[src/rtl/microwave_cook_ctrl.sv]
// Cooking-cycle sequencer for the BCD MM:SS countdown timer: keypad entry, load, 1 s tick, door/start/stop, done beep.
// Optional quick start / add-30-seconds on the start key is enabled by defining QUICK_START_EN.
module microwave_cook_ctrl #(
  parameter int TICK_DIV    = 50_000_000,
  parameter int BEEP_CYCLES = 3
) (
  input  logic        clock,
  input  logic        clrn,
  input  logic        key_valid,
  input  logic [3:0]  key_digit,
  input  logic        start,
  input  logic        stop,
  input  logic        door_closed,
  input  logic        timer_zero,
  output logic [15:0] timer_data,
  output logic        timer_loadn,
  output logic        timer_clrn,
  output logic        timer_enable,
  output logic        magnetron_on,
  output logic        beep,
  output logic [2:0]  state_o
);

  localparam int PW = $clog2(TICK_DIV);
  localparam int BW = $clog2(BEEP_CYCLES + 1);
  localparam logic [PW-1:0] PRESC_LAST = PW'(TICK_DIV - 1);
  localparam logic [PW-1:0] PRESC_ONE  = PW'(1);
  localparam logic [PW-1:0] PRESC_ZERO = PW'(0);
  localparam logic [BW-1:0] BEEP_LAST  = BW'(BEEP_CYCLES - 1);
  localparam logic [BW-1:0] BEEP_ONE   = BW'(1);
  localparam logic [BW-1:0] BEEP_ZERO  = BW'(0);

  typedef enum logic [2:0] {
    S_IDLE  = 3'd0,
    S_ENTRY = 3'd1,
    S_LOAD  = 3'd2,
    S_COOK  = 3'd3,
    S_PAUSE = 3'd4,
    S_DONE  = 3'd5
  } state_t;

  state_t        state_r, state_s;
  logic [15:0]   digits_r, digits_s;
  logic [PW-1:0] presc_r, presc_s;
  logic [BW-1:0] beeps_r, beeps_s;
  logic          tick_s, clr_s;
  logic [15:0]   data_r;
  logic          loadn_r, clrn_r, enable_r, magnetron_r, beep_r;

  // The timer cannot hold more than 59 seconds, so sec_tens above 5 is presented as 5.
  function automatic logic [15:0] sat_secs(input logic [15:0] d);
    logic [15:0] s;
    s = d;
    if (d[7:4] > 4'd5) begin
      s[7:4] = 4'd5;
    end else begin
      s[7:4] = d[7:4];
    end
    return s;
  endfunction

`ifdef QUICK_START_EN
  function automatic logic [15:0] add_30s(input logic [15:0] d);
    logic [15:0] s;
    logic [3:0]  st;
    s  = sat_secs(d);
    st = s[7:4] + 4'd3;
    if (st < 4'd6) begin
      s[7:4] = st;
    end else if (s[15:8] == 8'h99) begin
      s = 16'h9959;
    end else begin
      s[7:4] = st - 4'd6;
      if (s[11:8] == 4'd9) begin
        s[11:8]  = 4'd0;
        s[15:12] = s[15:12] + 4'd1;
      end else begin
        s[11:8] = s[11:8] + 4'd1;
      end
    end
    return s;
  endfunction
`endif

  // Next-state, digit register, prescaler and beep counter; stop > start > key_valid everywhere.
  always_comb begin
    state_s  = state_r;
    digits_s = digits_r;
    presc_s  = presc_r;
    beeps_s  = beeps_r;
    tick_s   = 1'b0;
    clr_s    = 1'b0;
    case (state_r)
      S_IDLE, S_ENTRY: begin
        if (stop) begin
          state_s  = S_IDLE;
          digits_s = 16'h0000;
        end else if (start) begin
          if (door_closed && (state_r == S_ENTRY) && (digits_r != 16'h0000)) begin
            state_s = S_LOAD;
            presc_s = PRESC_ZERO;
          end
`ifdef QUICK_START_EN
          else if (door_closed && (digits_r == 16'h0000)) begin
            state_s  = S_LOAD;
            digits_s = 16'h0030;
            presc_s  = PRESC_ZERO;
          end
`endif
          else begin
            state_s = state_r;
          end
        end else if (key_valid && (key_digit <= 4'd9)) begin
          state_s  = S_ENTRY;
          digits_s = {digits_r[11:0], key_digit};
        end else begin
          state_s = state_r;
        end
      end
      S_LOAD: begin
        state_s = S_COOK;
      end
      S_COOK: begin
        if (!door_closed) begin
          state_s = S_PAUSE;
        end else if (stop) begin
          state_s = S_PAUSE;
        end else if (timer_zero) begin
          state_s = S_DONE;
          presc_s = PRESC_ZERO;
          beeps_s = BEEP_ZERO;
        end
`ifdef QUICK_START_EN
        else if (start) begin
          state_s  = S_LOAD;
          digits_s = add_30s(digits_r);
        end
`endif
        else if (presc_r == PRESC_LAST) begin
          presc_s = PRESC_ZERO;
          tick_s  = 1'b1;
        end else begin
          presc_s = presc_r + PRESC_ONE;
        end
      end
      S_PAUSE: begin
        if (stop) begin
          state_s  = S_IDLE;
          digits_s = 16'h0000;
          clr_s    = 1'b1;
        end else if (start && door_closed) begin
          state_s = S_COOK;
        end else begin
          state_s = S_PAUSE;
        end
      end
      S_DONE: begin
        if (stop || key_valid || !door_closed) begin
          state_s  = S_IDLE;
          digits_s = 16'h0000;
        end else if (presc_r == PRESC_LAST) begin
          presc_s = PRESC_ZERO;
          if (beeps_r == BEEP_LAST) begin
            state_s  = S_IDLE;
            digits_s = 16'h0000;
          end else begin
            beeps_s = beeps_r + BEEP_ONE;
          end
        end else begin
          presc_s = presc_r + PRESC_ONE;
        end
      end
      default: begin
        state_s  = S_IDLE;
        digits_s = 16'h0000;
      end
    endcase
  end

  // State, counters and Moore outputs registered from the next-state values.
  always_ff @(posedge clock or negedge clrn) begin
    if (!clrn) begin
      state_r     <= S_IDLE;
      digits_r    <= 16'h0000;
      presc_r     <= PRESC_ZERO;
      beeps_r     <= BEEP_ZERO;
      data_r      <= 16'h0000;
      loadn_r     <= 1'b1;
      clrn_r      <= 1'b1;
      enable_r    <= 1'b0;
      magnetron_r <= 1'b0;
      beep_r      <= 1'b0;
    end else begin
      state_r     <= state_s;
      digits_r    <= digits_s;
      presc_r     <= presc_s;
      beeps_r     <= beeps_s;
      data_r      <= sat_secs(digits_s);
      loadn_r     <= (state_s != S_LOAD);
      clrn_r      <= !clr_s;
      enable_r    <= tick_s;
      magnetron_r <= (state_s == S_COOK);
      beep_r      <= (state_s == S_DONE);
    end
  end

  assign timer_data   = data_r;
  assign timer_loadn  = loadn_r;
  assign timer_clrn   = clrn_r;
  assign timer_enable = enable_r;
  assign magnetron_on = magnetron_r;
  assign beep         = beep_r;
  assign state_o      = state_r;

endmodule

[config.mk]
export PLATFORM = sky130hd
export DESIGN_NAME = microwave_cook_ctrl
export DESIGN_NICKNAME = d
export VERILOG_FILES = /design/src/rtl/microwave_cook_ctrl.sv
export SDC_FILE = /design/constraint.sdc
export NUM_CORES = 1
export LEC_CHECK = 0
export BUFFER_PORTS_ARGS = -buffer_cell sky130_fd_sc_hd__buf_4
export CORE_UTILIZATION = 38
export CTS_BUF_LIST = sky130_fd_sc_hd__clkbuf_8
export DETAILED_ROUTE_END_ITERATION = 12
export GPL_TIMING_DRIVEN = 0
export PLACE_DENSITY = 0.65
export SETUP_SLACK_MARGIN = 0.5
export SYNTH_ARGS = -nofsm -noshare
export SYNTH_HDL_FRONTEND = slang
export SYNTH_SLANG_ARGS = --single-unit
[constraint.sdc]
create_clock -name clock -period 3.2 [get_ports clock]
set_input_delay 0.64 -clock clock [delete_from_list [all_inputs] [get_ports clock]]
set_output_delay 0.64 -clock clock [all_outputs]
set_load 0.01 [all_outputs]
==> results of run 1 <==
-- synthesized netlist by cell type, types with 2 or more instances --
master and instances:
nor4_1 7, a31oi_1 6, clkbuf_1 8, a22o_1 5, buf_2 3, a21boi_0 5
nand4_1 5, dfstp_2 2, o21bai_1 3, inv_1 14, mux2i_1 4, a41oi_1 2
nor3_1 4, nor2_1 28, and2_1 4, o31ai_1 18, nand2b_1 4, and3_1 6
and4_1 2, nand3_1 18, o21a_1 2, and3b_1 2, a31o_2 4, or3_1 2
o211ai_1 5, o21ai_0 39, a21oi_1 21, nor2b_1 5, dfrtp_1 54, ha_1 2
nand2_1 34, buf_4 14
-- stage by stage --
step	setup slack (ps)	hold slack, ps	area [um2]	util (%)	std cells
floorplan	1099	344.4	3114	-	351
global placement	489.5	459.8	3490	44.70	486
detailed placement	458.0	465.2	3490	44.70	486
CTS	533.6	403.7	3582	45.88	494
global route	517.5	435.1	3592	46.01	494
finish	737.9	371.6	3592	46.01	494
-- logic make-up after synthesis --
| group | synth area share (%) |
|---|---|
| AND/OR/NAND/NOR | 21.13 |
| AO/OA/AOI/OAI | 24.07 |
| flip-flops | 45.08 |
| buffers and inverters | 7.151 |
| multiplexers | 1.647 |
| adder cells (fa/ha/maj) | 0.8034 |
| other | 0.1204 |
-- power by group through the flow --
stage,logic [mW],registers (mW),clock network [mW]
finish,0.380,0.781,0.400
CTS,0.383,0.780,0.404
global route,0.429,0.786,0.440
floorplan,0.236,0.792,0
detailed placement,0.380,0.794,0
global placement,0.377,0.791,0
-- critical path, cell delays in order (launching register included) --
cell and delay, ps:
dfrtp_1 370, clkbuf_1 200, nor4bb_2 460, nand4_1 200, o21ai_1 330, nand3_1 230
o21ai_0 380, o211ai_1 130
-- layout make-up --
| type | instances | share of cell area, % |
|---|---|---|
| plain buffers | 28 | 4.737 |
| clock buffers | 6 | 2.299 |
| clock inverters | 2 | 0.2090 |
| inverters | 14 | 1.463 |
| multi-input cells | 253 | 41.76 |
| flip-flops and latches | 56 | 39.08 |
| well taps | 102 | 3.553 |
| repair buffers | 33 | 6.897 |
-- metal layers --
metal | part of all wire (%) | GRT usage, % | wire (um) | up-vias
met5 | 0 | 0 | 0 | -
met4 | 1.1 | 5.339 | 80 | 0
met3 | 4.2 | 2.956 | 297 | 7
met2 | 46 | 29.01 | 3281 | 57
met1 | 48 | 24.49 | 3431 | 1357
li1 | - | - | - | 1355
-- repair_timing --
item / CTS / global route
pin swaps: 0 / 0
gates cloned: 0 / 0
setup endpoints to repair: 8 / 27
resized for setup: 1 / 3
-- state kept, by name (all words and copies together), names as in the netlist --
register,count
presc_r,26
timer_clrn,1
beep,1
timer_loadn,1
state_o,3
beeps_r,2
digits_r,4
timer_data,16
magnetron_on,1
timer_enable,1
-- worst max-delay path by stage --
stage	end	slack, ps	cells after the start
floorplan	presc_r[17]$_DFFE_PN0P_	1100	8
global placement	timer_data[1]$_DFF_PN0_	490	7
detailed placement	timer_data[2]$_DFF_PN0_	460	7
CTS	timer_data[4]$_DFF_PN0_	530	7
global route	presc_r[15]$_DFFE_PN0P_	520	7
finish	timer_data[4]$_DFF_PN0_	740	7
-- cells in the final DEF (no fill, tap or decap), types with 2 or more instances in the layout --
cell and count:
a21boi_0 5, a21oi_1 21, a22o_1 5, a31o_2 4
a31oi_1 6, a41oi_1 2, and2_1 4, and3_1 6
and3b_1 2, and4_1 2, buf_2 3, buf_4 47
clkbuf_1 8, clkbuf_8 6, dfrtp_1 54, dfstp_2 2
ha_1 2, inv_1 16, mux2i_1 4, nand2_1 34
nand2b_1 4, nand3_1 18, nand4_1 5, nor2_1 27
nor2b_1 5, nor3_1 4, nor4_1 7, o211ai_1 5
o21a_1 2, o21ai_0 38, o21bai_1 2, o31ai_1 18
or3_1 2
==> summary.md, run 1 <==
| Metric | Value |
|---|---|
| Vias/cell | approximately 5.6 |
| Hold crit path type | input pin to asynchronous set/reset pin |
| CP required | around 3400 ps |
| Largest net degree at the start of global routing | 57 |
| Final setup fails | 0 |
| Synthesized flop and latch total | 56 |
| Endpoint class of the critical path | flip-flop |
| Clock transition at path regs | about 100 ps |
| Most area-consuming cells after synthesis | dfrtp_1, o21ai_0, o31ai_1, nand2_1, a21oi_1 |
| Total negative slack | 0 ps |
| Cts hold-fix bufs | 0 |
| DIE WIDTH | between 90 and 100 um |
| Clock Sink Count | between 50 and 60 |
| FMAX | 406.2 MHz |
| Sequential share of power | 50.0% |
| ANT nets after route | 0 |
| Initial antenna violation count | 0 |
| Post-synth EDFFs | 0 |
| P_int | 1.060 mW |
| Die Ht | between 90 and 100 um |
| Clock power frac | between 20% and 30% |
| Synth Flop Type | dfrtp_1 |
| Routed Wire Length | 7.090 mm |
| Clk buf depth | 2 |
| Top Ports | 35 |
| Sw Ratio | approximately a third |
| Async SR Flop Fraction | 100.0% |
| Fin crit share | between 70 and 80% |
| Worst Setup Start Kind | flip-flop |
| FILL cells | about 760 |
| Detail Placement HPWL | 5.125 mm |
| Syn_nets | 364 |
| Area of the multi-input gates | about 1500 um2 |
| Area Overhead vs Synth | 15.35% |
| Sequential area share after synthesis | a little under half |
| Critical Path AT | 2620 ps |
| Routability congestion estimate | 0.8300 |
| Setup bufs post-CTS | 0 |
| Initial Util | about two fifths |
| Count of cell types in the netlist | 51 |
| TritonRoute pass-1 iters | 4 |
| Worst Reg-to-Reg Cells | 7 |
| Full die area | 8562 um2 |
| Synthesized area | 3114 um2 |
| Port Buffers | 33 |
| Biggest area consumer among synthesized cells | dfrtp_1 |
| Syn avg cell area | 8.872 um2 |
| Comb power frac | 24.3% |
| Total GRT Usage | 17.90% |
| Layout cells sized above 1 | around 18% |
| Clock skew | 15.65 ps |
| Cell Pwr Density | 434.3 nW/um2 |
| Number of max-cap violations | 0 |
| Number of global-route vias before repair | 2637 |
| CTS buffer count | 5 |
| Outcome | completed |
| Site Rows | 32 |
| Critical R2R Capture | timer_data[4]$_DFF_PN0_ |
| Yosys top cell area share | 43.39% |
| CTS tree | built |
| Tot Pwr | 1.560 mW |
| Least-Margin Pin Slew | 711.0 ps |
| Seq. cell area | 1404 um2 |
| First DRT Iteration DRCs | 128 |
| Core Box Area | ~7800 um2 |
| Relative slew slack | 52.60% |
| RSZ-0062 raised after global routing | no |
| Leak | 1.647 nW |
| Min cycle time layout | 2462 ps |
| CP Max Fanout | 9 |
| Switch Pwr | 0.5003 mW |
| Antenna diodes | 0 |
| First-pass GRT wire length | about 12 mm |
| Routed wire per std cell | 14.35 um |
| Worst Setup SP | presc_r[16]$_DFFE_PN0P_ |
| Synthesis Warnings | 0 |
| Remaining Overflow, GRT | 0 |
| Clock Latency Late Sink | 310 ps |
| Vias | between 2000 and 3000 |
| # DRC | 0 |
| VDD IR max | 0.1817 mV |
| Nets | 404 |
| Synth Instances | 351 |
| CP Class | flip-flop to flip-flop |
| Slew Limit Fails | 0 |
| R2R Setup Slk | 740 ps |
| Final Hold Viols | 0 |
| H-tree levels | 2 |
| CTS root buf | clkbuf_8 |
| Reg-to-Reg Start | presc_r[16]$_DFFE_PN0P_ |
No activity file was read; power rests on OpenSTA's default activity.
==> run 2: changes to the inputs <==
Clock period 3.2 ns to 2.6 ns, I/O delays scaled along.
==> run 2 against run 1 <==
Die area did not move; hold slack got worse by 110 ps; cell area rose by 14%; clock power rose by 21%; register-to-register slack got worse by 220 ps; final cell count rose by 5.3%; highest routed layer unchanged; clock skew fell by 2.3 ps; combinational power rose by 63%.
==> summary.md, run 2 (synthesized netlist as in run 1, its figures left out) <==
| Metric | Value |
|---|---|
| Critical Path AT | 2300 ps (-320 ps) |
| Layout cells sized above 1 | 33.25% (+15 points) |
| Post-route setup slack | 522.5 ps (-215.4 ps) |
| Most frequent cells in the layout | buf_4, dfrtp_1, nand2_1 |
| Area Overhead vs Synth | 31.26% |
| Core Box Area | 7807 um2 (unchanged) |
| RSZ-0062 raised after global routing | yes |
| Clock Sink Count | 56 (unchanged) |
| First DRT Iteration DRCs | 145 (+13%) |
| ANT nets after route | 0 (unchanged) |
| Comb power frac | 29.9% (+5.6 points) |
| Most common cell after layout, fill and taps aside | buf_4 |
| DIE WIDTH | 92.53 um (unchanged) |
| Clock skew | 13.31 ps (-2.339 ps) |
| Full die area | 8562 um2 (unchanged) |
| Slew Limit Fails | 0 (unchanged) |
| Final setup fails | 0 (unchanged) |
| Routability congestion estimate | 0.8300 (unchanged) |
| CTS buffer count | 5 (unchanged) |
| Total GRT Usage | 19.00% (+1.1 points) |
| CTS root buf | clkbuf_8 |
| Cell Pwr Density | 505.6 nW/um2 (+16%) |
| Top Ports | 35 (unchanged) |
| Site Rows | 32 (unchanged) |
| Clock Latency Late Sink | 310 ps (about the same) |
| Max reg flops | 26 (unchanged) |
| Worst path cell trace | nor2b_1, buf_4, nor4b_4, o32ai_4, or2_1, buf_6, buf_12, o31ai_2 |
| Relative slew slack | 52.41% (-0.18 points) |
| Final Hold Viols | 0 (unchanged) |
| Initial antenna violation count | 0 (unchanged) |
| CP Class | flip-flop to flip-flop |
| Antenna diodes | 0 (unchanged) |
| CTS tree | built |
| Port Buffers | 33 (unchanged) |
| Core Util, Final | 52.36% (+6.3 points) |
| Sw Ratio | 32.52% (+0.45 points) |
| Clock power frac | 23.5% (-2.1 points) |
| Number of global-route vias before repair | 2773 (+5.2%) |
| Routed Wire Length | 7.767 mm (+9.5%) |
| VDD IR max | 0.2229 mV (+23%) |
| Most flops, register | presc_r |
| Cts hold-fix bufs | 0 (unchanged) |
| Sequential share of power | 46.5% (-3.5 points) |
| CP Max Fanout | 10 (+1) |
| Hold crit path type | input pin to asynchronous set/reset pin |
| Detail Placement HPWL | 5.125 mm (unchanged) |
| Die Ht | 92.53 um (unchanged) |
| Initial Util | 39.89% (unchanged) |
| Total negative slack | 0 ps (unchanged) |
| TritonRoute pass-1 iters | 4 (unchanged) |
| Routed wire per std cell | 14.94 um (+4.1%) |
| Min cycle time layout | 2078 ps (-384.6 ps) |
| Setup WS pre-CTS | -142.0 ps (-600.0 ps) |
| Least-Margin Pin Slew | 713.8 ps (+2.776 ps) |
| H-tree levels | 2 (unchanged) |
| Fin crit share | 79.91% (+3.0 points) |
| Clock transition at path regs | 100 ps (about the same) |
| Endpoint class of the critical path | flip-flop |
| FILL cells | 714 (-6.3%) |
| Outcome | completed |
| Clk buf depth | 2 (unchanged) |
| Number of max-cap violations | 0 (unchanged) |
| Worst Setup Start Kind | flip-flop |
| P_int | 1.395 mW (+32%) |
| # DRC | 0 (unchanged) |
| Remaining Overflow, GRT | 0 (unchanged) |
| Leak | 1.888 nW (+15%) |
| Slowest cell on crit path | dfrtp_2 |
| FMAX | 481.3 MHz (+19%) |
| Switch Pwr | 0.6721 mW (+34%) |
| CP max stage delay | 440 ps (-20 ps) |
| Nets | 430 (+6.4%) |
| First-pass GRT wire length | 13.12 mm (+5.9%) |
| Vias/cell | 5.540 (-1.4%) |
| Vias | 2881 (+3.8%) |
| Largest net degree at the start of global routing | 57 (unchanged) |
| CP required | 2820 ps (-530 ps) |
==> run 2: cell type report <==
cell class	count	area [um2]	area share (%)
multi-input cells	253	1753	42.88
well taps	102	127.6	3.122
plain buffers	28	215.2	5.265
clock inverters	2	7.507	0.1837
clock buffers	6	82.58	2.020
flip-flops and latches	56	1406	34.40
repair buffers	59	442.9	10.84
inverters	14	52.55	1.286
==> run 2: stage by stage <==
| stage | hold WS [ps] | power (mW) | cells | instance area, um2 |
|---|---|---|---|---|
| final | 256.7 | 2.067 | 520 | 4088 |
| after global routing | 314.4 | 2.193 | 520 | 4088 |
| after detailed placement | 465.2 | 1.445 | 486 | 3490 |
| after floorplan | 224.4 | 1.266 | 351 | 3114 |
| after global placement | 459.8 | 1.438 | 486 | 3490 |
| after CTS | 283.7 | 2.012 | 506 | 3836 |
==> run 2: power groups by stage <==
| stage | Sequential [mW] | Combinational, mW | Clock (mW) |
|---|---|---|---|
| after detailed placement | 0.977 | 0.468 | 0 |
| after global placement | 0.974 | 0.464 | 0 |
| after CTS | 0.960 | 0.555 | 0.497 |
| after global routing | 0.968 | 0.685 | 0.541 |
| after floorplan | 0.975 | 0.291 | 0 |
| final | 0.961 | 0.619 | 0.486 |
==> run 2: metal layers <==
layer	up-vias	GRT usage (%)	wire, um
met5	-	0	0
met4	0	5.208	55
met3	6	2.956	278
met2	54	31.60	3801
met1	1418	25.60	3632
li1	1403	-	-
==> run 2: critical path: cells and delay by family, from the launching register on <==
family          cells  cell delay (ps)
simple gates        3              700
compound gates      2              390
flops               1              440
buf+inv             3              440
==> run 2: what timing repair did <==
action | in CTS | in global routing
buffers inserted | 12 | 14
cloned | 0 | 0
setup endpoints to repair | 45 | 44
pin swaps | 9 | 14
gates resized for setup | 42 | 40
==> run 2: final timing paths <==
check | to | cells past startpoint | slack [ps] | from
worst min register to register | presc_r[23]$_DFFE_PN0P_ | 1 | 490 | presc_r[23]$_DFFE_PN0P_
max in group asynchronous | state_o[1]$_DFF_PN0_ | 1 | 1840 | clrn
worst max-delay path | presc_r[22]$_DFFE_PN0P_ | 8 | 520 | state_o[2]$_DFF_PN0_
worst max register to register | presc_r[22]$_DFFE_PN0P_ | 8 | 520 | state_o[2]$_DFF_PN0_
worst min-delay path | beeps_r[0]$_DFFE_PN0P_ | 1 | 260 | clrn
min in group clock | timer_enable$_DFF_PN0_ | 2 | 410 | timer_zero
==> run 3: changes to the inputs <==
Settings changed: ABC_AREA set to 1, PLACE_DENSITY 0.65 to 0.66.
Clock period 2.6 ns to 1.9 ns, I/O delays scaled along.
==> run 3 against run 2 <==
Critical path depth increased by 4; sequential share of layout area decreased by 6.6 points; hold slack got worse by 120 ps; clock skew decreased by 0.73 ps; fmax increased by 20%; largest power group is now combinational cells; largest cell class unchanged; synthesized cell count increased by 49%; clock power increased by 47%; sequential cell count unchanged; utilization increased by 5.0 points; area after synthesis increased by 14%.
==> summary.md, run 3 <==
| Metric | Value |
|---|---|
| Clock Sink Count | 56 (unchanged) |
| Number of max-cap violations | 0 (unchanged) |
| Min cycle time layout | 1725 ps (-352.7 ps) |
| Total GRT Usage | 22.92% (+3.9 points) |
| Top Ports | 35 (unchanged) |
| Grt peak-use layer | met2 |
| Post-synth EDFFs | 0 (unchanged) |
| Count of cell types in the netlist | 30 (-41%) |
| Worst path cell trace | inv_2, nand3_4, nand2_4, inv_4, o21ai_4, nand2_4, a21oi_4, buf_4, buf_6, buf_8, nand3_2, nand2_1 |
| Clock Latency Late Sink | 310 ps (about the same) |
| Core Box Area | 8891 um2 (+14%) |
| Remaining Overflow, GRT | 0 (unchanged) |
| Die Ht | 98.63 um (+6.6%) |
| RSZ-0062 raised after global routing | yes |
| Max reg flops | 26 (unchanged) |
| Synthesized area | 3548 um2 (+14%) |
| Final setup fails | 0 (unchanged) |
| Syn_nets | 537 (+48%) |
| Synthesized flop and latch total | 56 (unchanged) |
| Slowest cell on crit path | dfrtp_2 |
| Cell Pwr Density | 792.5 nW/um2 (+57%) |
| Switch Pwr | 1.583 mW (+140%) |
| Leak | 2.609 nW (+38%) |
| CTS root buf | clkbuf_8 |
| Endpoint class of the critical path | flip-flop |
| Met3 Usage GRT | 3.830% (+0.87 points) |
| Final Hold Viols | 0 (unchanged) |
| Synth Instances | 524 (+49%) |
| Clk buf depth | 2 (unchanged) |
| DIE WIDTH | 98.63 um (+6.6%) |
| Antenna diodes | 0 (unchanged) |
| Clock power frac | 17.6% (-5.9 points) |
| H-tree levels | 2 (unchanged) |
| Most common cell after layout, fill and taps aside | nand2_1 |
| CP Class | flip-flop to flip-flop |
| Critical Path AT | 1970 ps (-330 ps) |
| Relative slew slack | 50.48% (-1.9 points) |
| Finished Layout Cells | 725 (+39%) |
| Sequential share of power | 37.3% (-9.2 points) |
| Comb power frac | 45.1% (+15 points) |
| Port Buffers | 34 (+3.0%) |
| Nets | 629 (+46%) |
| Slew Limit Fails | 0 (unchanged) |
| Biggest area consumer among synthesized cells | dfrtp_1 |
| Core Util, Final | 57.32% (+5.0 points) |
| Initial antenna violation count | 0 (unchanged) |
| # DRC | 0 (unchanged) |
| CP required | 2150 ps (-670 ps) |
| Worst Setup Start Kind | flip-flop |
| Setup WS pre-CTS | -96.48 ps (+45.56 ps) |
| Commonest cells post-synth | nand2_1, inv_1, nor2_1, nand3_1, dfrtp_1 |
| Site Rows | 34 (+6.3%) |
| CP Max Fanout | 6 (-4) |
| Syn avg cell area | 6.772 um2 (-24%) |
| Total negative slack | 0 ps (unchanged) |
| Routed Wire Length | 11.28 mm (+45%) |
| Least-Margin Pin Slew | 742.8 ps (+29.00 ps) |
| Sw Ratio | 39.20% (+6.7 points) |
| Synthesis Warnings | 0 (unchanged) |
| First-pass GRT wire length | 17.88 mm (+36%) |
| CTS buffer count | 5 (unchanged) |
| Crit-path most repeated cell | nand2_4 |
| Most flops, register | presc_r |
| Largest net degree at the start of global routing | 57 (unchanged) |
| Initial Util | 39.91% (about the same) |
| CTS tree | built |
| Layout cells sized above 1 | 35.98% (+2.7 points) |
| ANT nets after route | 0 (unchanged) |
| Most frequent cell after synthesis | nand2_1 |
| Clock skew | 12.58 ps (-0.7332 ps) |
| Async SR Flop Fraction | 100.0% (unchanged) |
| Outcome | completed |
| First DRT Iteration DRCs | 271 (+87%) |
| Clock transition at path regs | 110 ps (about the same) |
| Detail Placement HPWL | 7.083 mm (+38%) |
| GRT met1 Usage | 31.13% (+5.5 points) |
| Most frequent cells in the layout | nand2_1, buf_4, inv_1 |
| Hold crit path type | input pin to asynchronous set/reset pin |
| Met2 Use GR | 37.11% (+5.5 points) |
| Fin crit share | 90.78% (+11 points) |
| Post-route setup slack | 175.1 ps (-347.3 ps) |
| Number of global-route vias before repair | 3731 (+35%) |
| Routed wire per std cell | 15.56 um (+4.2%) |
| Synth Flop Type | dfrtp_1 |
| Dpl cells | 666 (+37%) |
| Vias/cell | 5.414 (-2.3%) |
| Most area-consuming cells after synthesis | dfrtp_1, nand2_1, inv_1, nor2_1, nand3_1 |
| Routability congestion estimate | 0.9487 (+14%) |
| TritonRoute pass-1 iters | 5 (+1) |
| P_int | 2.455 mW (+76%) |
| FMAX | 579.8 MHz (+20%) |
| Yosys top cell area share | 38.08% (-5.3 points) |
| VDD IR max | 0.4238 mV (+90%) |
| CP max stage delay | 490 ps (+50 ps) |
| Sequential area share after synthesis | 39.56% (-5.5 points) |
| Vias | 3925 (+36%) |
| Area Overhead vs Synth | 43.62% |
| Full die area | 9728 um2 (+14%) |
run 3: layout make-up:
type                       count  area, um2
inverter                      81      319.1
clock inverter                 2      10.01
multi-input combinational    362       2111
fill                         784       3795
tap                          108      135.1
buffer                        25      244.0
clock buffer                   6      82.58
timing repair buffer          85      779.5
sequential                    56       1415
run 3: worst max-delay path: cells and delay by family (launching register included):
| family | cells | cell delay (ps) |
|---|---|---|
| buffers and inverters | 5 | 530 |
| DFF | 1 | 490 |
| and+or+nand+nor | 5 | 410 |
| AOI/OAI and AO/OA | 2 | 210 |
run 3: logic make-up (layout without fill, tap and decap cells):
| group | count (synthesis) | after routing | synth area share [%] |
|---|---|---|---|
| XOR/XNOR | 4 | 4 | 0.9872 |
| adder cells (fa/ha/maj) | 2 | 2 | 0.7051 |
| AND/OR/NAND/NOR | 281 | 281 | 33.96 |
| AO/OA/AOI/OAI | 74 | 74 | 11.92 |
| other | 1 | 1 | 0.1057 |
| buffers and inverters | 106 | 199 | 12.76 |
| flip-flops | 56 | 56 | 39.56 |
run 3: power by group through the flow:
stage	Combinational (mW)	Sequential [mW]	Clock, mW
2_1_floorplan	0.852	1.50	0
3_3_place_gp	1.18	1.53	0
3_5_place_dp	1.21	1.54	0
4_1_cts	1.65	1.50	0.720
5_1_grt	1.97	1.53	0.764
6_report	1.82	1.51	0.712
run 3: through the flow:
| step | hold slack, ps | power [mW] | instance area [um2] |
|---|---|---|---|
| 4_1_cts | 160.6 | 3.867 | 4836 |
| 3_3_place_gp | 467.2 | 2.712 | 4093 |
| 2_1_floorplan | 84.41 | 2.352 | 3702 |
| 6_report | 137.1 | 4.039 | 5096 |
| 5_1_grt | 194.5 | 4.259 | 5096 |
| 3_5_place_dp | 486.3 | 2.742 | 4093 |
run 3: final timing paths:
path / startpoint / endpoint / slack (ps) / depth (start not counted)
setup / recovery: state_o[2]$_DFF_PN0_ / presc_r[1]$_DFFE_PN0P_ / 180 / 12
setup reg to reg: state_o[2]$_DFF_PN0_ / presc_r[1]$_DFFE_PN0P_ / 180 / 12
hold reg to reg: beeps_r[0]$_DFFE_PN0P_ / beeps_r[0]$_DFFE_PN0P_ / 500 / 2
min in group clock: stop / timer_clrn$_DFF_PN1_ / 230 / 2
max in group asynchronous: clrn / state_o[1]$_DFF_PN0_ / 1250 / 1
hold / removal: clrn / presc_r[21]$_DFFE_PN0P_ / 140 / 1
run 3: metal layers:
layer | up-vias | share of wire (%)
met1 | 1859 | 44
met5 | - | 0
met4 | 0 | 2.5
li1 | 1866 | -
met2 | 167 | 47
met3 | 33 | 6.5
run 3: repair_timing:
action | 4_1_cts | 5_1_grt
setup endpoints to repair | 56 | 65
pin swaps | 17 | 13
buffers inserted | 35 | 11
hold buffers | 0 | 0
gates resized for setup | 83 | 52
cloned | 5 | 0
